### src/rtl/rs_alu_pkg.sv
// Shared definitions for the ALU reservation station: opcode encodings, default widths, CDB fields.
// The optional age-ordered dispatch is enabled with the RS_AGE_SELECT_EN macro.
package rs_alu_pkg;

  localparam int ORDER_W     = 6;
  localparam int DATA_W      = 32;
  localparam int DEF_TAG_W   = 4;
  localparam int DEF_RS_SIZE = 8;

  // Common data bus bundle: valid, ROB tag, result value.
  localparam int CDB_TAG_W = DEF_TAG_W;
  localparam int CDB_VAL_W = DATA_W;

  localparam logic [ORDER_W-1:0] OP_NOP   = 6'd0;
  localparam logic [ORDER_W-1:0] OP_LUI   = 6'd1;
  localparam logic [ORDER_W-1:0] OP_AUIPC = 6'd2;
  localparam logic [ORDER_W-1:0] OP_JAL   = 6'd3;
  localparam logic [ORDER_W-1:0] OP_JALR  = 6'd4;
  localparam logic [ORDER_W-1:0] OP_BEQ   = 6'd5;
  localparam logic [ORDER_W-1:0] OP_BNE   = 6'd6;
  localparam logic [ORDER_W-1:0] OP_BLT   = 6'd7;
  localparam logic [ORDER_W-1:0] OP_BGE   = 6'd8;
  localparam logic [ORDER_W-1:0] OP_BLTU  = 6'd9;
  localparam logic [ORDER_W-1:0] OP_BGEU  = 6'd10;
  localparam logic [ORDER_W-1:0] OP_LB    = 6'd11;
  localparam logic [ORDER_W-1:0] OP_LH    = 6'd12;
  localparam logic [ORDER_W-1:0] OP_LW    = 6'd13;
  localparam logic [ORDER_W-1:0] OP_LBU   = 6'd14;
  localparam logic [ORDER_W-1:0] OP_LHU   = 6'd15;
  localparam logic [ORDER_W-1:0] OP_SB    = 6'd16;
  localparam logic [ORDER_W-1:0] OP_SH    = 6'd17;
  localparam logic [ORDER_W-1:0] OP_SW    = 6'd18;
  localparam logic [ORDER_W-1:0] OP_ADDI  = 6'd19;
  localparam logic [ORDER_W-1:0] OP_SLTI  = 6'd20;
  localparam logic [ORDER_W-1:0] OP_SLTIU = 6'd21;
  localparam logic [ORDER_W-1:0] OP_XORI  = 6'd22;
  localparam logic [ORDER_W-1:0] OP_ORI   = 6'd23;
  localparam logic [ORDER_W-1:0] OP_ANDI  = 6'd24;
  localparam logic [ORDER_W-1:0] OP_SLLI  = 6'd25;
  localparam logic [ORDER_W-1:0] OP_SRLI  = 6'd26;
  localparam logic [ORDER_W-1:0] OP_SRAI  = 6'd27;
  localparam logic [ORDER_W-1:0] OP_ADD   = 6'd28;
  localparam logic [ORDER_W-1:0] OP_SUB   = 6'd29;
  localparam logic [ORDER_W-1:0] OP_SLL   = 6'd30;
  localparam logic [ORDER_W-1:0] OP_SLT   = 6'd31;
  localparam logic [ORDER_W-1:0] OP_SLTU  = 6'd32;
  localparam logic [ORDER_W-1:0] OP_XOR   = 6'd33;
  localparam logic [ORDER_W-1:0] OP_SRL   = 6'd34;
  localparam logic [ORDER_W-1:0] OP_SRA   = 6'd35;
  localparam logic [ORDER_W-1:0] OP_OR    = 6'd36;
  localparam logic [ORDER_W-1:0] OP_AND   = 6'd37;

endpackage

### src/rtl/rs_alu_select.sv
// Slot pickers for the reservation station: lowest free slot for issue, one ready slot for dispatch.
// With RS_AGE_SELECT_EN the dispatch pick is the oldest ready slot according to the age matrix.
module rs_alu_select #(
  parameter int RS_SIZE = 8,
  parameter int IDX_W   = $clog2(RS_SIZE)
) (
  input  logic [RS_SIZE-1:0]              busy,
  input  logic [RS_SIZE-1:0]              ready,
`ifdef RS_AGE_SELECT_EN
  input  logic [RS_SIZE-1:0][RS_SIZE-1:0] age,
`endif
  output logic [IDX_W-1:0]                free_idx,
  output logic                            free_found,
  output logic [IDX_W-1:0]                disp_idx,
  output logic                            disp_found
);

  logic [RS_SIZE-1:0] cand;

`ifdef RS_AGE_SELECT_EN
  // age[j][i] set means slot j is older than slot i; keep only the ready slot nothing ready predates.
  always_comb begin
    cand = '0;
    for (int i = 0; i < RS_SIZE; i++) begin
      cand[i] = ready[i];
      for (int j = 0; j < RS_SIZE; j++) begin
        if (j != i && ready[j] && age[j][i]) cand[i] = 1'b0;
      end
    end
  end
`else
  assign cand = ready;
`endif

  always_comb begin
    free_idx   = '0;
    free_found = 1'b0;
    disp_idx   = '0;
    disp_found = 1'b0;
    for (int i = RS_SIZE - 1; i >= 0; i--) begin
      if (!busy[i]) begin
        free_idx   = IDX_W'(i);
        free_found = 1'b1;
      end
      if (cand[i]) begin
        disp_idx   = IDX_W'(i);
        disp_found = 1'b1;
      end
    end
  end

endmodule

### src/rtl/rs_alu.sv
// Integer ALU reservation station: holds renamed ops until both operands arrive from the CDBs,
// then dispatches one per cycle on registered EX outputs. RS_AGE_SELECT_EN selects oldest-first dispatch.
module rs_alu
  import rs_alu_pkg::*;
#(
  parameter int RS_SIZE = DEF_RS_SIZE,
  parameter int TAG_W   = DEF_TAG_W
) (
  input  logic               clk_in,
  input  logic               rst_in,
  input  logic               rdy_in,
  input  logic               clr_in,
  input  logic               iss_valid,
  input  logic [ORDER_W-1:0] iss_order,
  input  logic [DATA_W-1:0]  iss_vj,
  input  logic [DATA_W-1:0]  iss_vk,
  input  logic               iss_qj_busy,
  input  logic               iss_qk_busy,
  input  logic [TAG_W-1:0]   iss_qj,
  input  logic [TAG_W-1:0]   iss_qk,
  input  logic [DATA_W-1:0]  iss_A,
  input  logic [DATA_W-1:0]  iss_pc,
  input  logic [TAG_W-1:0]   iss_dest,
  output logic               rs_full,
  input  logic               alu_cdb_valid,
  input  logic [TAG_W-1:0]   alu_cdb_tag,
  input  logic [DATA_W-1:0]  alu_cdb_val,
  input  logic               lsb_cdb_valid,
  input  logic [TAG_W-1:0]   lsb_cdb_tag,
  input  logic [DATA_W-1:0]  lsb_cdb_val,
  output logic               ex_valid,
  output logic [ORDER_W-1:0] ex_order,
  output logic [DATA_W-1:0]  ex_vj,
  output logic [DATA_W-1:0]  ex_vk,
  output logic [DATA_W-1:0]  ex_A,
  output logic [DATA_W-1:0]  ex_pc,
  output logic [TAG_W-1:0]   ex_dest
);

  localparam int IDX_W = $clog2(RS_SIZE);

  logic [RS_SIZE-1:0] busy;
  logic [RS_SIZE-1:0] qj_busy;
  logic [RS_SIZE-1:0] qk_busy;
  logic [ORDER_W-1:0] e_order [RS_SIZE];
  logic [DATA_W-1:0]  e_vj    [RS_SIZE];
  logic [DATA_W-1:0]  e_vk    [RS_SIZE];
  logic [TAG_W-1:0]   e_qj    [RS_SIZE];
  logic [TAG_W-1:0]   e_qk    [RS_SIZE];
  logic [DATA_W-1:0]  e_a     [RS_SIZE];
  logic [DATA_W-1:0]  e_pc    [RS_SIZE];
  logic [TAG_W-1:0]   e_dest  [RS_SIZE];

  logic [RS_SIZE-1:0] ready;
  logic [IDX_W-1:0]   free_idx;
  logic               free_found;
  logic [IDX_W-1:0]   disp_idx;
  logic               disp_found;
  logic               issue_fire;

  logic [DATA_W-1:0]  new_vj;
  logic [DATA_W-1:0]  new_vk;
  logic               new_qj_busy;
  logic               new_qk_busy;

  // Issue handshake: iss_valid is taken on a clk_in edge with rdy_in=1, clr_in=0 and rs_full=0;
  // any other request is dropped and the issue stage must hold it until rs_full falls.
  assign rs_full    = &busy;
  assign ready      = busy & ~qj_busy & ~qk_busy;
  assign issue_fire = iss_valid && free_found;

`ifdef RS_AGE_SELECT_EN
  logic [RS_SIZE-1:0][RS_SIZE-1:0] age;

  // A new entry is younger than every entry already resident.
  always_ff @(posedge clk_in or posedge rst_in) begin
    if (rst_in) begin
      age <= '0;
    end else if (rdy_in) begin
      if (clr_in) begin
        age <= '0;
      end else if (issue_fire) begin
        for (int j = 0; j < RS_SIZE; j++) begin
          age[free_idx][j] <= 1'b0;
          age[j][free_idx] <= busy[j];
        end
      end
    end
  end
`endif

  rs_alu_select #(
    .RS_SIZE (RS_SIZE),
    .IDX_W   (IDX_W)
  ) u_select (
    .busy       (busy),
    .ready      (ready),
`ifdef RS_AGE_SELECT_EN
    .age        (age),
`endif
    .free_idx   (free_idx),
    .free_found (free_found),
    .disp_idx   (disp_idx),
    .disp_found (disp_found)
  );

  // Operands broadcast in the issue cycle are captured directly; the ALU CDB has priority.
  always_comb begin
    new_vj      = iss_vj;
    new_qj_busy = iss_qj_busy;
    new_vk      = iss_vk;
    new_qk_busy = iss_qk_busy;
    if (iss_qj_busy) begin
      if (alu_cdb_valid && alu_cdb_tag == iss_qj) begin
        new_vj      = alu_cdb_val;
        new_qj_busy = 1'b0;
      end else if (lsb_cdb_valid && lsb_cdb_tag == iss_qj) begin
        new_vj      = lsb_cdb_val;
        new_qj_busy = 1'b0;
      end
    end
    if (iss_qk_busy) begin
      if (alu_cdb_valid && alu_cdb_tag == iss_qk) begin
        new_vk      = alu_cdb_val;
        new_qk_busy = 1'b0;
      end else if (lsb_cdb_valid && lsb_cdb_tag == iss_qk) begin
        new_vk      = lsb_cdb_val;
        new_qk_busy = 1'b0;
      end
    end
  end

  always_ff @(posedge clk_in or posedge rst_in) begin
    if (rst_in) begin
      busy     <= '0;
      qj_busy  <= '0;
      qk_busy  <= '0;
      ex_valid <= 1'b0;
      ex_order <= '0;
      ex_vj    <= '0;
      ex_vk    <= '0;
      ex_A     <= '0;
      ex_pc    <= '0;
      ex_dest  <= '0;
      for (int i = 0; i < RS_SIZE; i++) begin
        e_order[i] <= '0;
        e_vj[i]    <= '0;
        e_vk[i]    <= '0;
        e_qj[i]    <= '0;
        e_qk[i]    <= '0;
        e_a[i]     <= '0;
        e_pc[i]    <= '0;
        e_dest[i]  <= '0;
      end
    end else if (rdy_in) begin
      if (clr_in) begin
        busy     <= '0;
        ex_valid <= 1'b0;
      end else begin
        // Wakeup only touches still-pending operands, so it never races the dispatched entry.
        for (int i = 0; i < RS_SIZE; i++) begin
          if (busy[i] && qj_busy[i]) begin
            if (alu_cdb_valid && alu_cdb_tag == e_qj[i]) begin
              e_vj[i]    <= alu_cdb_val;
              qj_busy[i] <= 1'b0;
            end else if (lsb_cdb_valid && lsb_cdb_tag == e_qj[i]) begin
              e_vj[i]    <= lsb_cdb_val;
              qj_busy[i] <= 1'b0;
            end
          end
          if (busy[i] && qk_busy[i]) begin
            if (alu_cdb_valid && alu_cdb_tag == e_qk[i]) begin
              e_vk[i]    <= alu_cdb_val;
              qk_busy[i] <= 1'b0;
            end else if (lsb_cdb_valid && lsb_cdb_tag == e_qk[i]) begin
              e_vk[i]    <= lsb_cdb_val;
              qk_busy[i] <= 1'b0;
            end
          end
        end

        if (disp_found) begin
          busy[disp_idx] <= 1'b0;
          ex_valid       <= 1'b1;
          ex_order       <= e_order[disp_idx];
          ex_vj          <= e_vj[disp_idx];
          ex_vk          <= e_vk[disp_idx];
          ex_A           <= e_a[disp_idx];
          ex_pc          <= e_pc[disp_idx];
          ex_dest        <= e_dest[disp_idx];
        end else begin
          ex_valid <= 1'b0;
        end

        // The free slot is never busy, so it cannot coincide with the dispatched or woken entries.
        if (issue_fire) begin
          busy[free_idx]    <= 1'b1;
          e_order[free_idx] <= iss_order;
          e_vj[free_idx]    <= new_vj;
          e_vk[free_idx]    <= new_vk;
          qj_busy[free_idx] <= new_qj_busy;
          qk_busy[free_idx] <= new_qk_busy;
          e_qj[free_idx]    <= iss_qj;
          e_qk[free_idx]    <= iss_qk;
          e_a[free_idx]     <= iss_A;
          e_pc[free_idx]    <= iss_pc;
          e_dest[free_idx]  <= iss_dest;
        end
      end
    end
  end

endmodule

### config.mk
export PLATFORM = sky130hd
export DESIGN_NAME = rs_alu
export DESIGN_NICKNAME = d
export VERILOG_FILES = /design/src/rtl/rs_alu_pkg.sv /design/src/rtl/rs_alu_select.sv /design/src/rtl/rs_alu.sv
export SDC_FILE = /design/constraint.sdc
export NUM_CORES = 2
export LEC_CHECK = 0
export CAP_MARGIN = 15
export CORE_UTILIZATION = 30
export DETAILED_ROUTE_END_ITERATION = 12
export DONT_BUFFER_PORTS = 1
export PLACE_DENSITY = 0.43
export SLEW_MARGIN = 20
export SYNTH_ARGS = -nofsm -noshare
export SYNTH_HDL_FRONTEND = slang
export SYNTH_SLANG_ARGS = --single-unit
export TNS_END_PERCENT = 30
### constraint.sdc
create_clock -name clk_in -period 82.9 [get_ports clk_in]
set_clock_uncertainty 0.1 [all_clocks]
set_input_delay 8.29 -clock clk_in [delete_from_list [all_inputs] [get_ports clk_in]]
set_output_delay 8.29 -clock clk_in [all_outputs]
set_load 0.03 [all_outputs]
==> results.md <==
- Outcome: finished clean
- Async set or reset register ratio after synthesis: 100.0%
- Initial antenna violation count: 23
- Total CTS buffers: 166
- Power Dens Cells: 24.26 nW/um2
- Dominant cell type by area after synthesis: dfrtp_1
- Mapped Cells: 7905
- Synthesized area per cell: 8.814 um2
- CTS tree: yes
- Unique cell type count in the Yosys netlist: 71
- Setup crit start kind: primary input
- Critical path class: primary input to asynchronous set/reset pin
- Worst slack, placed: 70.38 ns
- Core area: 230300 um2
- Largest family of logic cells by synthesized area: compound AO/OA/AOI/OAI gates
- Post-route DRC: 0
- GPL Wtd Cong: 0.8832
- RSZ-0062 raised after global routing: no
- Wire per inst: 32.75 um
- Met2 Usage GRT: 44.53%
- H-tree depth: 4
- Max FO, Critical Path: 97
- Yosys warns: 0
- Worst vdd ir: 0.01650 mV
- Crit end category: asynchronous set/reset pin
- Fraction of layout cells with a size suffix above 1: 7.890%
- Simple-Gate Fraction of Synth Area: 17.45%
- Most frequent cells in the layout: nand2_1 (2252), dfrtp_1 (1331), nor2_1 (481)
- Slew @ Worst Pin: 1.209 ns
- Fillers: 23740
- Setup_tns: 0 ns
- Post CTS Setup Buffer Count: 0
- Area of the die: 234200 um2
- Post-synthesis register bit count: 1331
- Via/cell ratio: 6.096
- Clock buffer depth: 3
- EDFF count, synth: 0
- Worst slew margin: 18.75%
- DR vias: 64010
- Mux contribution to synthesized area: 4.888%
- HPWL after DPL: 179900 um
- Static Leak: 34.05 nW
- # hold bufs at CTS: 0
- Placed insts: 10200
- NumNets Final: 7572
- Detail Route Antenna Nets: 0
- Die Span Y: 483.9 um
- Synthesis-to-finish area growth: 10.48%
- Met3 Use GR: 7.587%
- Total clock sinks: 1331
- Final Worst Setup Slack: 71.46 ns
- Maxcap violations: 0
- Hold Crit Class: flop to flop
- Core Util, Final: 33.42%
- Port Buffers: 0
- Commonest non-fill, non-tap cell in the layout: nand2_1
- I/O pins: 367
- 1st-pass router iterations: 10
- First-pass GRT wire length: 486100 um
- CTS clk-pin slew, worst paths: 0.06 ns
- Total gr overflow: 0
- Die Width: 483.9 um
- Row count: 176
- Area contributors post-synth: dfrtp_1 (48%), nand2_1 (12%), mux2i_1 (4.7%), a221oi_1 (4.2%), clkbuf_1 (3.4%)
- Root Driver: clkbuf_16
- Endpoints failing hold: 0
- Syn Nets: 8132
- Post-Synth Adder-Cell Area: 0%
- Met1 Resource Use GR: 37.08%
- Total track usage: 28.56%
- Mapped Area: 69680 um2
- Non-Filler Instances: 10500
- GRT busiest layer: met2
- Post-Route WL: 343900 um
- Crit path arrival time: 12.16 ns
- Vias in the first global route: 62700
- Clk_lat worst skew: 0.83 ns
- Register area share after synthesis: 47.80%
- Slew Viols, Final: 0
- Share of the synthesized area in the top cell type: 47.80%
- Synth Area in XOR/XNOR: 1.534%
- Largest net degree at the start of global routing: 162
- Final setup fails: 0
- Compound-gate portion of the synthesized area: 22.69%
- Initial Utilization: 30.25%
- Critical Path RT: 83.62 ns
- Final worst path period need: 11.44 ns
- Final worst path period share: 13.81%
- Violation count after the first detailed-route iteration: 8009
- Top FF cell, synth: dfrtp_1
- Peak Freq: 87.38 MHz
- Post-cts resize count: 0
per-layer routing:
| layer | part of all wire (%) | routed length (um) | vias to the layer above |
|---|---|---|---|
| met5 | 0.048 | 166 | - |
| li1 | - | - | 26940 |
| met4 | 4.5 | 15350 | 14 |
| met2 | 45 | 154300 | 3684 |
| met3 | 10 | 34390 | 768 |
| met1 | 41 | 139700 | 32610 |
cell usage after synthesis (all sizes together) (18+ instances only):
library cell	count
dfrtp	1331
a21o	38
nor2b	35
o21ai	434
a22o	261
o221ai	36
nor3	35
o22a	35
a222oi	130
a31oi	145
a2bb2oi	34
a21oi	249
a221oi	332
o2bb2ai	26
o211ai	37
o22ai	169
nor4	19
inv	40
buf	249
nand2	2257
xnor2	47
or2	42
xor2	75
nand2b	18
nand3	64
mux2i	329
a221o	130
nor2	497
or3	26
clkbuf	637
critical path: stages:
cell   delay (ns)
inv_8        0.43
buf_4        0.81
buf_4        0.73
buf_4        0.82
buf_4        0.85
power breakdown:
| group | internal [mW] | switching (mW) |
|---|---|---|
| registers | 0.745 | 0.139 |
| logic | 0.111 | 0.142 |
| clock network | 0.416 | 0.316 |
final cells by class:
type                            instances  area (um2)  area share [%]
Antenna cell                           10       25.02         0.03251
Clock buffer                          248        4782           6.212
Clock inverter                         40       561.8          0.7298
Inverter                               40       157.7          0.2048
Multi-Input combinational cell       5648       32990           42.85
Sequential cell                      1331       33310           43.27
Tap cell                             3026        3786           4.918
Timing Repair Buffer                  158        1376           1.788
worst paths after layout:
check,slack (ns),depth (start not counted),to,startpoint
setup / recovery,71.46,5,e_a[108]$_DFFE_PP0P_,rst_in
hold / removal,0.37,2,e_pc[136]$_DFFE_PP0P_,e_pc[136]$_DFFE_PP0P_
setup reg to reg,77.62,10,ex_vj[0]$_DFFE_PP0P_,busy[4]$_DFFE_PP0P_
hold reg to reg,0.37,2,e_pc[136]$_DFFE_PP0P_,e_pc[136]$_DFFE_PP0P_
max in group clk_in,71.63,9,e_vk[199]$_DFFE_PP0P_,iss_qk[3]
min in group asynchronous,7.29,1,e_pc[42]$_DFFE_PP0P_,rst_in
cell families (layout without fill, tap and decap cells):
group                  count (synthesis)  after routing
AO/OA/AOI/OAI                       2133           2133
XOR/XNOR                             122            122
buffers and inverters                926            486
flip-flops                          1331           1331
multiplexers                         339            339
other                                  0             10
AND/OR/NAND/NOR                     3054           3054
registers in the layout, summed over array words and instances (netlist names), 48 cells and up:
register / cells
e_a: 256
e_pc: 256
e_vj: 256
e_vk: 256
e_order: 48
stage by stage:
| step | total power, mW | hold WS [ns] | area [um2] |
|---|---|---|---|
| final | 1.868 | 0.3652 | 76980 |
| after CTS | 1.880 | 0.3692 | 76930 |
| after global routing | 1.945 | 0.3777 | 76980 |
| after global placement | 1.138 | 0.3487 | 71530 |
| after floorplan | 1.059 | 0.3375 | 69680 |
| after detailed placement | 1.144 | 0.3564 | 71580 |
Note: power is estimated with default switching activity, not from simulation.
